**config.mk**
```make
export PLATFORM = sky130hd
export DESIGN_NAME = func_arbiter_flat
export DESIGN_NICKNAME = d
export VERILOG_FILES = /design/src/rtl/func_arbiter_if.sv /design/src/rtl/func_arbiter.sv /design/src/flat_wrapper.sv
export SDC_FILE = /design/constraint.sdc
export NUM_CORES = 1
export LEC_CHECK = 0
export ABC_AREA = 1
export BUFFER_PORTS_ARGS = -buffer_cell sky130_fd_sc_hd__buf_2
export CAP_MARGIN = 20
export CORE_MARGIN = 1
export CORE_UTILIZATION = 40
export CTS_CLUSTER_DIAMETER = 50
export CTS_CLUSTER_SIZE = 12
export DETAILED_ROUTE_END_ITERATION = 12
export MAX_ROUTING_LAYER = met4
export PLACE_DENSITY = 0.76
export SLEW_MARGIN = 15
export SYNTH_ARGS = -nofsm -noshare
export SYNTH_HDL_FRONTEND = slang
export SYNTH_SLANG_ARGS = --single-unit
export TNS_END_PERCENT = 100
```
**constraint.sdc**
```tcl
create_clock -name clk -period 1.2 [get_ports clk]
set_clock_uncertainty 0.15 [all_clocks]
set_input_delay 0.12 -clock clk [delete_from_list [all_inputs] [get_ports clk]]
set_output_delay 0.12 -clock clk [all_outputs]
set_load 0.01 [all_outputs]
```
**src/rtl/func_arbiter_if.sv**
```systemverilog
`default_nettype none
// ============================================================================
//  Module      : func_arbiter_if
//  Description : Start/busy handshake bus between the arbiter and the shared
//                func unit (operands out, result back).
//  Revision    : 1.0 - initial release
// ============================================================================
interface func_arbiter_if #(
    parameter int DW = 8,
    parameter int RW = 24
);
    logic          f_start;
    logic [DW-1:0] f_a;
    logic [DW-1:0] f_b;
    logic          f_busy;
    logic [RW-1:0] f_y;

    // Arbiter side: issues start and operands, observes busy and result
    modport master (
        output f_start,
        output f_a,
        output f_b,
        input  f_busy,
        input  f_y
    );

    // func side: consumes start and operands, returns busy and result
    modport slave (
        input  f_start,
        input  f_a,
        input  f_b,
        output f_busy,
        output f_y
    );
endinterface
`default_nettype wire

```
**src/rtl/func_arbiter.sv**
```systemverilog
`default_nettype none
// ============================================================================
//  Module      : func_arbiter
//  Description : Two-requester round-robin arbiter and sequencer for the
//                shared func unit. Latches the winner's operands, runs one
//                start/busy computation, captures y into result and pulses
//                the winner's done for one cycle.
//                Optional watchdog: define FUNC_ARB_TIMEOUT_EN to build a
//                cycle counter that aborts a stuck computation after TIMEOUT
//                cycles (result = all ones, sticky err, done still pulsed).
//  Revision    : 1.0 - initial release
// ============================================================================
module func_arbiter #(
    parameter int DW = 8,
    parameter int RW = 24
`ifdef FUNC_ARB_TIMEOUT_EN
    ,
    parameter int TIMEOUT = 1023
`endif
) (
    input  wire logic          clk,
    input  wire logic          rst,      // synchronous, active-low
    input  wire logic          req0,
    input  wire logic          req1,
    input  wire logic [DW-1:0] a0,
    input  wire logic [DW-1:0] b0,
    input  wire logic [DW-1:0] a1,
    input  wire logic [DW-1:0] b1,
    output logic               done0,
    output logic               done1,
    output logic [RW-1:0]      result,
    output logic               err,
    func_arbiter_if.master     fbus
);

    localparam logic [2:0] c_IDLE      = 3'd0;
    localparam logic [2:0] c_ISSUE     = 3'd1;
    localparam logic [2:0] c_WAIT_BUSY = 3'd2;
    localparam logic [2:0] c_WAIT_DONE = 3'd3;
    localparam logic [2:0] c_DELIVER   = 3'd4;

    logic [2:0] r_state;
    logic       r_owner;   // requester currently being served
    logic       r_last;    // requester served most recently (tie-break)
    logic       w_pick;    // winner if a grant happens this cycle
    logic       w_waiting; // in either busy-wait state
    logic       w_tmo;     // watchdog expired

    // Requester 1 wins when alone, or on a tie when requester 0 won last
    assign w_pick    = req1 & (~req0 | ~r_last);
    assign w_waiting = (r_state == c_WAIT_BUSY) || (r_state == c_WAIT_DONE);

`ifdef FUNC_ARB_TIMEOUT_EN
    localparam int             c_CW  = $clog2(TIMEOUT + 1);
    localparam logic [c_CW-1:0] c_TMO = c_CW'(TIMEOUT);

    logic [c_CW-1:0] r_cnt;
    logic            r_err;

    assign w_tmo = w_waiting && (r_cnt == c_TMO);
    assign err   = r_err;

    // Watchdog: count wait cycles, restart whenever the FSM leaves the waits
    always_ff @(posedge clk) begin
        if (!rst) begin
            r_cnt <= '0;
            r_err <= 1'b0;
        end else begin
            if (!w_waiting)
                r_cnt <= '0;
            else if (!w_tmo)
                r_cnt <= r_cnt + 1'b1;
            if (w_tmo)
                r_err <= 1'b1;
        end
    end
`else
    assign w_tmo = 1'b0;
    assign err   = 1'b0;
`endif

    // Main sequencer: arbitrate, issue, wait for busy rise/fall, deliver
    always_ff @(posedge clk) begin
        if (!rst) begin
            r_state      <= c_IDLE;
            r_owner      <= 1'b0;
            r_last       <= 1'b1;
            fbus.f_start <= 1'b0;
            fbus.f_a     <= '0;
            fbus.f_b     <= '0;
            done0        <= 1'b0;
            done1        <= 1'b0;
            result       <= '0;
        end else begin
            done0 <= 1'b0;
            done1 <= 1'b0;
            case (r_state)
                c_IDLE: begin
                    if (req0 || req1) begin
                        r_owner      <= w_pick;
                        fbus.f_a     <= w_pick ? a1 : a0;
                        fbus.f_b     <= w_pick ? b1 : b0;
                        fbus.f_start <= 1'b1;
                        r_state      <= c_ISSUE;
                    end
                end
                c_ISSUE: begin
                    // busy seen here may be stale from a previous job
                    r_state <= c_WAIT_BUSY;
                end
                c_WAIT_BUSY: begin
                    if (w_tmo) begin
                        fbus.f_start <= 1'b0;
                        result       <= '1;
                        r_last       <= r_owner;
                        done0        <= ~r_owner;
                        done1        <= r_owner;
                        r_state      <= c_DELIVER;
                    end else if (fbus.f_busy) begin
                        fbus.f_start <= 1'b0;
                        r_state      <= c_WAIT_DONE;
                    end
                end
                c_WAIT_DONE: begin
                    if (!fbus.f_busy) begin
                        result  <= fbus.f_y;
                        r_last  <= r_owner;
                        done0   <= ~r_owner;
                        done1   <= r_owner;
                        r_state <= c_DELIVER;
                    end else if (w_tmo) begin
                        result  <= '1;
                        r_last  <= r_owner;
                        done0   <= ~r_owner;
                        done1   <= r_owner;
                        r_state <= c_DELIVER;
                    end
                end
                c_DELIVER: begin
                    // done is high during this cycle; always pass through IDLE
                    r_state <= c_IDLE;
                end
                default: begin
                    r_state <= c_IDLE;
                end
            endcase
        end
    end

endmodule
`default_nettype wire
```
**src/flat_wrapper.sv**
```systemverilog
// flat-port wrapper written by rule: the top's interface ports become plain ports
module func_arbiter_flat 
#(
    parameter int DW = 8,
    parameter int RW = 24

)
  (clk, rst, req0, req1, a0, b0, a1, b1, done0, done1, result, err, fbus_f_start, fbus_f_a, fbus_f_b, fbus_f_busy, fbus_f_y);
  func_arbiter_if #(.DW(DW), .RW(RW)) fbus_i ();
  input  wire logic clk;
  input  wire logic rst;
  input  wire logic req0;
  input  wire logic req1;
  input  wire logic [DW-1:0] a0;
  input  wire logic [DW-1:0] b0;
  input  wire logic [DW-1:0] a1;
  input  wire logic [DW-1:0] b1;
  output logic done0;
  output logic done1;
  output logic [RW-1:0] result;
  output logic err;
  output wire logic [$bits(fbus_i.f_start)-1:0] fbus_f_start;
  output wire logic [$bits(fbus_i.f_a)-1:0] fbus_f_a;
  output wire logic [$bits(fbus_i.f_b)-1:0] fbus_f_b;
  input wire logic [$bits(fbus_i.f_busy)-1:0] fbus_f_busy;
  input wire logic [$bits(fbus_i.f_y)-1:0] fbus_f_y;
  assign fbus_f_start = fbus_i.f_start;
  assign fbus_f_a = fbus_i.f_a;
  assign fbus_f_b = fbus_i.f_b;
  assign fbus_i.f_busy = fbus_f_busy;
  assign fbus_i.f_y = fbus_f_y;
  func_arbiter #(.DW(DW), .RW(RW)) u_core (.clk(clk), .rst(rst), .req0(req0), .req1(req1), .a0(a0), .b0(b0), .a1(a1), .b1(b1), .done0(done0), .done1(done1), .result(result), .err(err), .fbus(fbus_i));
endmodule
```
# Word level (Yosys, flattened, before mapping)
# Cells that the tools add are included.
totals:
  register_bits: 48
  out_inout_bits: 44
  wordCells: 40
classes:
  n_eq_ne: 6
  muxes: 9
  n_bitwise: 8
  n_reduce_logical: 8
ops:
  columns: ["operator", "n"]
  rows:
  - ["$mux 8", 2]
  - ["$pmux 3 s4", 1]
  - ["$mux 3", 3]
  - ["$eq 3x2->1 const B", 2]
  - ["$not 1->1", 6]
  - ["$reduce_and 3->1", 2]
  - ["$ne 2x2->1 const B", 2]
  - ["$reduce_and 2->1", 2]
  - ["$eq 3x1->1 const B", 1]
  - ["$logic_not 3->1", 1]
  - ["$reduce_or 3->1", 1]
  - ["$mux 1", 2]
  - ["$ne 2x1->1 const B", 1]
  - ["$pmux 1 s2", 1]
  - ["$reduce_bool 2->1", 1]
  - ["$and 1x1->1", 1]
  - ["$logic_or 1x1->1", 1]
  - ["$or 1x1->1", 1]

# Logic depth before layout (Yosys ltp)
logic_depth:
  depth_word: 4
  mapped_depth: 7
  mapped_depth_nobuf: 7

# Worst setup path after synthesis
# OpenSTA, ideal clock, no wires.
synth_timing:
  path_type: "reg-to-reg"
  startpoint: "register u_core.r_state[2]"
  endpoint: "register u_core.fbus.f_a[3]"
  setup_ns: 0.116
  arrival_ns: 1.038
  required_ns: 0.934
  setup_slack_ns: -0.104
  stages_incl_launch_ff: 8
  path_cell_list: "dfxtp_1 -> inv_2 -> nand2_1 -> nor3_2 -> buf_2 -> nand2_1 -> nor2_1 -> nor2_1"
synth_via:
  elab_chain_cells: 2
synth_lines:
  columns: ["item", "line", "rtl"]
  rows:
  - ["start: declaration", "func_arbiter.sv:42", "logic [2:0] r_state;"]
  - ["start signal: assignment", "func_arbiter.sv:85", "r_state <= c_IDLE;"]
  - ["start signal: assignment", "func_arbiter.sv:104", "r_state <= c_ISSUE;"]
  - ["start signal: assignment", "func_arbiter.sv:109", "r_state <= c_WAIT_BUSY;"]
  - ["$logic_not 3->1", "func_arbiter.sv:97", "case (r_state)"]
  - ["$reduce_and 2->1 (no line)", null, null]
  - ["end signal: assignment", "func_arbiter.sv:101", "fbus.f_a <= w_pick ? a1 : a0;"]
  - ["end: declaration", "func_arbiter_if.sv:21", "output f_a,"]
# Every way passes these cells.
# A chain may end at the register's enable or synchronous reset.

# Worst setup path after layout
layout_timing:
  startpoint: "register u_core.r_state[2]"
  endpoint: "register u_core.fbus.f_b[1]"
layout_via:
  elab_chain_cells: 2
layout_lines:
  columns: ["item", "line", "rtl"]
  rows:
  - ["$logic_not 3->1", "func_arbiter.sv:97", null]
  - ["$reduce_and 2->1 (no line)", null, null]
  - ["end signal: assignment", "func_arbiter.sv:102", "fbus.f_b <= w_pick ? b1 : b0;"]
  - ["end: declaration", "func_arbiter_if.sv:22", "output f_b,"]
# Every way passes these cells.

==> qor.yml <==
reg2reg_slack_ps: -200
drt_first_pass_iters: 4
worstSetupStartpointType: "flop"
final_cells: 474
ir_drop_uv: 739
cts_sinks: 48
synthTopCellsByArea: "dfxtp_1 50%, nand2_1 22%, nor2_1 10%"
violations: "setup timing"
period_needed_ps: 1400
grt_first_pass_wirelength_mm: 8.27
max_slew.worst_pin.slew_ps: 569
gp_congestion: 0.825
synth.top_cell.area_share_pct: 49.6
die_y_um: 71.6
synth_area_sq_mm: 0.00194
area_delta_synth_final_pct: 54.8
std_cell_rows: 24
cts_tree: "yes"
cpMaxStageDelayCell: "dfxtp_2"
nets: 482
placed_cells: 441
drt-total-wl_mm: 5.28
status: "finished with violations"
post-dp-hpwl_mm: 3.15
r2r_start: "u_core.r_state[2]$_SDFFE_PN0P_"
synthFlopType: "dfxtp_1"
setup-violations-final: 46
r2r_cells: 8
yosysMostFrequentCell: "nand2_1"
rsz0062_at_grt: "yes"
initial_core_util_pct: 43.0
io_pins: 105
antenna_found_initial: 0
synth_cells: 285
drtIter0Drc: 94
hold_path_class: "in2reg"
grt-ovfl-total: 0
syn_nets: 346
grt.total_usage_pct: 21.0
synth-async-reset-ratio_pct: 0
crit_path_max_fanout: 32
ys_ff_latch: 48
post-route-drc-count: 0
wl_per_cell_um: 11.1
avgViaCountPerCell: 4.55
critical_path_required_ps: 1230
cts.clk_slew.worst_paths_ps: 90
ant_nets: 0
maxCapViolCount: 0
synth-edff-count: 0
setup_slack_ps: -196
pwr_density_cell_mw_per_mm2: 1240
yosys_warnings: 0
port_buffers: 103
cts.htree.levels: 2
grt_pass1_vias: 1877
root_buffer: "clkbuf_8"
core_area_sq_mm: 0.00450
seq_area_frac_synth_pct: 49.6
fin_util_pct: 66.6
drive_gt1_share_pct: 34.6
diodes: 0
yosys.area.top_type: "dfxtp_1"
crit_end: "u_core.fbus.f_b[1]$_SDFFE_PN0P_"
hp-start: "req0"
crit_path_start: "u_core.r_state[2]$_SDFFE_PN0P_"
insertion_delay_ps: 290
dr_total_vias: 2157
end_kind: "flop"
avgSynthCellArea_sq_um: 6.80
clk_path_buf_depth: 2
finalCritPeriodShare_pct: 116
synth_common_cells: "112 x nand2_1, 54 x nor2_1, 48 x dfxtp_1"
fmax_mhz: 716
cts_made_buffers: 5
slew_viol_final: 0
fillers: 361
crit_chain: "buf_6 > inv_4 > nand2_4 > nor3_4 > buf_12 > nand2_1 > nor2_2 > nor2_1"
critical_path_class: "reg2reg"
grt_start_max_net_pins: 33
die_x_um: 71.6
leakagePower_nw: 1.71
arrival_ps: 1430
slew_headroom_pct: 62.0
synth_cell_type_count: 18
die_area_sq_mm: 0.00512
crit_path_max_incr_delay_ps: 340
p_total_mw: 3.71
r2r_end: "u_core.fbus.f_b[1]$_SDFFE_PN0P_"
hold_viol: 0
metrics by stage:
stage | hold slack (ps) | cell area, sq um | setup TNS [ps] | worst slack (ps)
6_report | 2.18 | 3000 | -6900 | -196
5_1_grt | 7.31 | 3000 | -11360 | -306
4_1_cts | 2.59 | 2960 | -6470 | -184
3_5_place_dp | 161 | 2600 | -12800 | -458
3_3_place_gp | 156 | 2600 | -11420 | -390
2_1_floorplan | 73.1 | 1980 | -567 | -22.7
what timing repair did:
action / CTS / global route
endpoints found under the hold margin: 24 / 0
setup buffers: 0 / 1
endpoints found under the setup margin: 45 / 48
hold buffers: 24 / 0
resized for setup: 11 / 9
gates cloned: 0 / 0
pin swaps: 6 / 7
power breakdown:
part / switching, mW / internal [mW] / total, mW
Sequential: 0.0651 / 1.74 / 1.81
Combinational: 0.528 / 0.451 / 0.979
Clock: 0.516 / 0.408 / 0.924
Total: 1.11 / 2.60 / 3.71
cell usage in the layout (no fill, tap or decap), types with 3 or more instances in the layout:
| cell type | count |
|---|---|
| nand2_1 | 110 |
| dlygate4sd3_1 | 24 |
| buf_4 | 9 |
| o21ai_0 | 16 |
| a21oi_2 | 3 |
| buf_12 | 3 |
| buf_6 | 3 |
| buf_2 | 103 |
| dfxtp_1 | 45 |
| clkbuf_8 | 5 |
| inv_1 | 22 |
| nor2_1 | 51 |
| o21ai_2 | 3 |
metal layers:
layer,vias up,routed length [um],track usage (%)
li1,1121,-,-
met1,943,2580,25.9
met2,91,2290,34.6
met3,2,382,5.91
met4,0,25,4.58
met5,-,0,-
worst min-delay path by stage:
stage	end	slack (ps)	depth (start not counted)
after floorplan	u_core.result[0]$_SDFFE_PN0P_	70	2
after global placement	u_core.result[22]$_SDFFE_PN0P_	160	3
after detailed placement	u_core.result[9]$_SDFFE_PN0P_	160	3
after CTS	u_core.fbus.f_b[6]$_SDFFE_PN0P_	3	5
after global routing	u_core.r_owner$_SDFFE_PN0P_	7	4
final	u_core.r_owner$_SDFFE_PN0P_	2	4
kinds of logic (layout without fill, tap and decap cells):
logic type / Yosys count / in the layout / synth area share, %
flip-flops: 48 / 48 / 49.6
AO/OA/AOI/OAI: 25 / 25 / 6.59
other: 1 / 1 / 0.194
buffers and inverters: 38 / 175 / 8.91
AND/OR/NAND/NOR: 173 / 173 / 34.7
critical path, delay by kind of cell, from the launching register on:
family        cells  cell delay [ps]
simple gates      5              430
buf+inv           3              360
flops             1              340
sequential cells by signal, summed over array words and instances, names as in the netlist:
name,flops
u_core.fbus.f_start,1
u_core.r_owner,1
u_core.done1,1
u_core.r_last,1
u_core.fbus.f_a,8
u_core.fbus.f_b,8
u_core.result,24
u_core.done0,1
u_core.r_state,3
cell type report:
type	instances	area (sq um)	share of cell area [%]
clock buffer	6	72.6	2.42
clock inverter	2	12.5	0.417
inverter	25	98.8	3.30
multi-input combinational	199	865	28.8
sequential	48	967	32.3
tap	52	65.1	2.17
timing repair buffer	142	917	30.6
No activity file was read; power rests on OpenSTA's default activity.
